--- config.mk ---
export PLATFORM = sky130hd
export DESIGN_NAME = alu_cmd_sender
export DESIGN_NICKNAME = d
export VERILOG_FILES = /design/src/rtl/alu_cmd_sender.sv
export SDC_FILE = /design/constraint.sdc
export NUM_CORES = 1
export LEC_CHECK = 0
export ABC_CLOCK_PERIOD_IN_PS = 1800
export CAP_MARGIN = 5
export CELL_PAD_IN_SITES_DETAIL_PLACEMENT = 1
export CELL_PAD_IN_SITES_GLOBAL_PLACEMENT = 1
export CORE_MARGIN = 2
export CORE_UTILIZATION = 30
export CTS_CLUSTER_DIAMETER = 200
export DETAILED_ROUTE_END_ITERATION = 10
export GPL_TIMING_DRIVEN = 0
export PLACE_DENSITY = 0.63
export RECOVER_POWER = 50
export SLEW_MARGIN = 15
export SYNTH_ARGS = -nofsm -noshare
export SYNTH_HDL_FRONTEND = slang
export SYNTH_SLANG_ARGS = --single-unit
--- constraint.sdc ---
create_clock -name clk -period 1.8 [get_ports clk]
set_input_delay 0.18 -clock clk [delete_from_list [all_inputs] [get_ports clk]]
set_output_delay 0.18 -clock clk [all_outputs]
set_load 0.02 [all_outputs]
--- src/rtl/alu_cmd_sender.sv ---
// alu_cmd_sender: host-side initiator for the ALU-over-UART link.
// Takes one command (A, B, OPCODE) and sends it as three UART bytes in the
// order A, B, OPCODE. It then waits for the single result byte or times out.
module alu_cmd_sender #(
  parameter int NBIT_DATA_LEN  = 8,
  parameter int NBIT_OPCODE    = 6,
  parameter int TIMEOUT_CYCLES = 1000000
) (
  input  logic                     clk,
  input  logic                     reset,
  input  logic                     cmd_valid,
  output logic                     cmd_ready,
  input  logic [NBIT_DATA_LEN-1:0] a_in,
  input  logic [NBIT_DATA_LEN-1:0] b_in,
  input  logic [NBIT_OPCODE-1:0]   opcode_in,
  output logic                     tx_start,
  output logic [NBIT_DATA_LEN-1:0] tx_data,
  input  logic                     tx_done_tick,
  input  logic                     rx_done_tick,
  input  logic [NBIT_DATA_LEN-1:0] rx_data_in,
  output logic [NBIT_DATA_LEN-1:0] result,
  output logic                     result_valid,
  output logic                     timeout,
  output logic                     busy
);

  // The counter only has to reach TIMEOUT_CYCLES-1, because the FSM leaves
  // WAIT_RES at that count. The counter therefore never wraps.
  localparam int CNT_W = $clog2(TIMEOUT_CYCLES);
  localparam logic [CNT_W-1:0] CNT_LAST = CNT_W'(TIMEOUT_CYCLES - 1);

  typedef enum logic [1:0] {IDLE, SEND, WAIT_TX, WAIT_RES} state_t;

  state_t                   state, state_n;
  logic [1:0]               idx, idx_n;
  logic [CNT_W-1:0]         cnt, cnt_n;
  logic [NBIT_DATA_LEN-1:0] b_q, b_n;
  logic [NBIT_DATA_LEN-1:0] op_q, op_n;
  logic [NBIT_DATA_LEN-1:0] tx_data_n, result_n;
  logic                     result_valid_n, timeout_n;

  // Outputs that depend only on the state; reset forces IDLE, which drops them at once.
  assign cmd_ready = (state == IDLE);
  assign busy      = (state != IDLE);
  assign tx_start  = (state == SEND);

  // Next-state and datapath update logic. Byte A goes straight into tx_data
  // on acceptance, so only B and the opcode need holding registers.
  always_comb begin
    state_n        = state;
    idx_n          = idx;
    cnt_n          = cnt;
    b_n            = b_q;
    op_n           = op_q;
    tx_data_n      = tx_data;
    result_n       = result;
    result_valid_n = 1'b0;
    timeout_n      = 1'b0;
    case (state)
      IDLE: begin
        if (cmd_valid) begin
          state_n   = SEND;
          idx_n     = 2'd0;
          b_n       = b_in;
          op_n      = NBIT_DATA_LEN'(opcode_in);
          tx_data_n = a_in;
        end
      end
      SEND: begin
        state_n = WAIT_TX;
      end
      WAIT_TX: begin
        if (tx_done_tick) begin
          if (idx == 2'd2) begin
            state_n = WAIT_RES;
            cnt_n   = '0;
          end else begin
            state_n   = SEND;
            idx_n     = idx + 2'd1;
            tx_data_n = (idx == 2'd0) ? b_q : op_q;
          end
        end
      end
      WAIT_RES: begin
        cnt_n = cnt + 1'b1;
        // When a received byte and the timeout limit fall on the same cycle, the received byte is kept.
        if (rx_done_tick) begin
          result_n       = rx_data_in;
          result_valid_n = 1'b1;
          state_n        = IDLE;
        end else if (cnt == CNT_LAST) begin
          timeout_n = 1'b1;
          state_n   = IDLE;
        end
      end
      default: state_n = IDLE;
    endcase
  end

  // Register all state; asynchronous active-low reset clears everything.
  always_ff @(posedge clk or negedge reset) begin
    if (!reset) begin
      state        <= IDLE;
      idx          <= 2'd0;
      cnt          <= '0;
      b_q          <= '0;
      op_q         <= '0;
      tx_data      <= '0;
      result       <= '0;
      result_valid <= 1'b0;
      timeout      <= 1'b0;
    end else begin
      state        <= state_n;
      idx          <= idx_n;
      cnt          <= cnt_n;
      b_q          <= b_n;
      op_q         <= op_n;
      tx_data      <= tx_data_n;
      result       <= result_n;
      result_valid <= result_valid_n;
      timeout      <= timeout_n;
    end
  end

endmodule

==> run metrics <==
Critical-path top delay cell or4_4; Crit. End Element flop; Via density 4.93; Root Buffer clkbuf_8; Detail Placement HPWL 4.51 mm; DRT iter0 DRCs 38; # fillers 959; CTS Sinks 56; CTS tree done; Critical Path RT 2050 ps; synthesized area 2640 um^2; clock transition at the registers of the reported paths 100 ps; layout cell share with drive strength beyond 1 24.1%; register area share after synthesis 53.1%; slew margin rel. 12.6%; WP data arrival 2190 ps; Port Buf Inserts 55; Initial Utilization 30.5%; Final nets 353; first-pass GRT wire length 11.0 mm; Hold/Removal Path Class input port to flop; largest net degree at the start of global routing 57; switching pwr 1.81 mW; setup violators final 11; total of max-cap violations 0; YS warnings 0; n_diodes 0; top-count cell post-synth dfrtp_1; EDFF count, synth 0; unrepaired setup endpoints after global routing true; Reg2Reg Launch Point idx[0]; Syn Inst Count 245; failing checks negative setup slack; sequential power share 40.1%; crit-path cells inv_2, ha_4, a21oi_4, or4_4, buf_6, or3_4, a21oi_2; TritonRoute pass-1 iters 3; # rows 34; Sum Neg Setup Slack -927 ps; Internal Power 3.18 mW; outcome finished, violations left; buffers plus inverters on the worst setup path 2; Net Count, Synth 283; H-tree depth 2; top post-synthesis cells by area dfrtp_1 (53%), mux2_2 (9.8%), a21oi_1 (4.0%); top cell type's share of synthesized area 53.1%; placeable core area 8640 um^2; Critical Path Sink cnt[16]; Period Utilization, post-route 107%; DIE WIDTH 97.8 um; Sw Share 36.3%; routed len/inst 15.4 um; FF+latch count, synth 56; detailed-route via count 2085; critical path peak fanout 5; All-Layer GR Usage 14.2%; Fin. Hold Viols 0; Crit Reg-Reg Endpoint cnt[16]; CTS buffer count 5; synthesis-to-finish area growth 36.7%; skew final 8.47 ps; later-pin clock latency in the skew report 310 ps; Slew Limit Fails 0; post-synth top area cell dfrtp_1; Reg2Reg Setup Slack -130 ps; stages on the worst setup path 7; ys flop type dfrtp_1; Peak VDD IR 0.534 mV; GR Overflow Total 0; Clock Path Buffers 2; final core occ 41.8%; DRC 0; Routed Antenna Nets 0; Combinational Power Share 44.8%; static leakage 1.53 nW; Unique masters post-synth 37; Post-Route WL 6.51 mm; Mapped Avg Cell Area 10.8 um^2; Tmin final 1930 ps; Async S/R FF share, synth 100%; worst-margin pin slew 1310 ps; initial antenna violation count 0; die area 9560 um^2; Worst Setup SP idx[0]; Startpoint Class flop; PnR worst setup slack -135 ps; Fmax 517 MHz; worst r2r path cells 7; clock power share 15.1%; Top Ports 56; gpl congestion 0.714; CP max stage delay 530 ps; Chip Height 97.8 um; Post-synth top cells dfrtp_1 (56), mux2_2 (23), a21oi_1 (21), nand2_1 (19), o21ai_0 (19); vias in the first global route 2168; PD cells 1380 nW/um^2; WS Path Type flop to flop; cell family with most CP delay simple AND/OR/NAND/NOR gates
-- worst min path at each step --
stage,startpoint,endpoint,slack (ps),depth (start not counted)
detailed placement,reset,result[1],300,1
finish,rx_data_in[6],result[6],470,2
CTS,rx_data_in[6],result[6],460,2
global placement,tx_data[0],tx_data[0],460,2
floorplan,reset,b_q[0],-120,0
global route,rx_data_in[4],result[4],470,2
-- area by class of cell --
cell class / instances / area (um^2) / area share [%]
Timing Repair Buffer: 65 / 623 / 17.3
Clock buffer: 7 / 96.3 / 2.67
Buffer: 10 / 85.1 / 2.36
Inverter: 7 / 26.3 / 0.729
Multi-Input combinational cell: 170 / 1240 / 34.4
Tap cell: 108 / 135 / 3.75
Sequential cell: 56 / 1400 / 38.9
-- metal layers --
| metal | part of all wire (%) | GRT usage, % | vias to the layer above |
|---|---|---|---|
| met5 | 0 | 0 | - |
| met4 | 1.4 | 4.81 | 0 |
| met3 | 3.1 | 3.01 | 5 |
| met2 | 48 | 22.7 | 31 |
| met1 | 48 | 19.4 | 1046 |
| li1 | - | - | 1003 |
-- through the flow --
stage	std cells	hold WS, ps	total power [mW]	setup slack (ps)	instance area (um^2)
3_5_place_dp	408	299	4.17	-379	3340
3_3_place_gp	408	463	4.12	-1330	3340
6_report	423	475	4.99	-135	3610
2_1_floorplan	245	-116	3.30	-89.4	2660
5_1_grt	423	474	5.37	-201	3610
4_1_cts	424	463	5.02	-138	3540
-- timing repair --
| action | CTS | global route |
|---|---|---|
| pin swaps | 3 | 4 |
| gates resized for setup | 16 | 30 |
| hold buffers | 1 | 0 |
| endpoints found under the setup margin | 27 | 34 |
| buffers inserted | 7 | 0 |
| cloned | 2 | 0 |
| endpoints found under the hold margin | 56 | 0 |
-- power groups by stage --
stage / clock network, mW / logic (mW) / registers (mW)
floorplan: 0 / 1.12 / 2.18
global placement: 0 / 2.12 / 2.00
detailed placement: 0 / 2.16 / 2.02
CTS: 0.784 / 2.24 / 2.00
global route: 0.830 / 2.47 / 2.07
finish: 0.754 / 2.23 / 2.00
-- registers in the layout, summed over array words and instances (netlist names) --
signal and cells:
b_q 8, cnt 20, idx 2, op_q 6, result 8, result_valid 1
state 2, timeout 1, tx_data 8
-- worst reg2reg max path, delay by kind of cell, from the launching register on --
kind | cells | cell delay [ps]
fa+ha+maj | 1 | 150
flops | 1 | 400
compound gates | 2 | 190
buf+inv | 2 | 250
simple gates | 2 | 890
-- logic make-up after synthesis --
group / after synthesis / synth area share, %
compound gates: 49 / 10.2
fa+ha+maj: 3 / 1.42
simple gates: 84 / 17.6
flops: 56 / 53.1
buf+inv: 19 / 3.94
xor+xnor: 5 / 1.66
mux: 29 / 12.1
-- layout by cell type, fill, tap and decap left out, types with 8 or more instances in the layout --
cell             Yosys  layout
nand2_1             19      17
clkdlybuf4s50_1      0      51
nor2_1              15      13
mux2_2              23      22
o21ai_0             19      18
nand3_1              9       9
clkbuf_8             1       8
a21oi_1             21      15
dfrtp_1             56      56
Note: power is estimated with default switching activity, not from simulation.
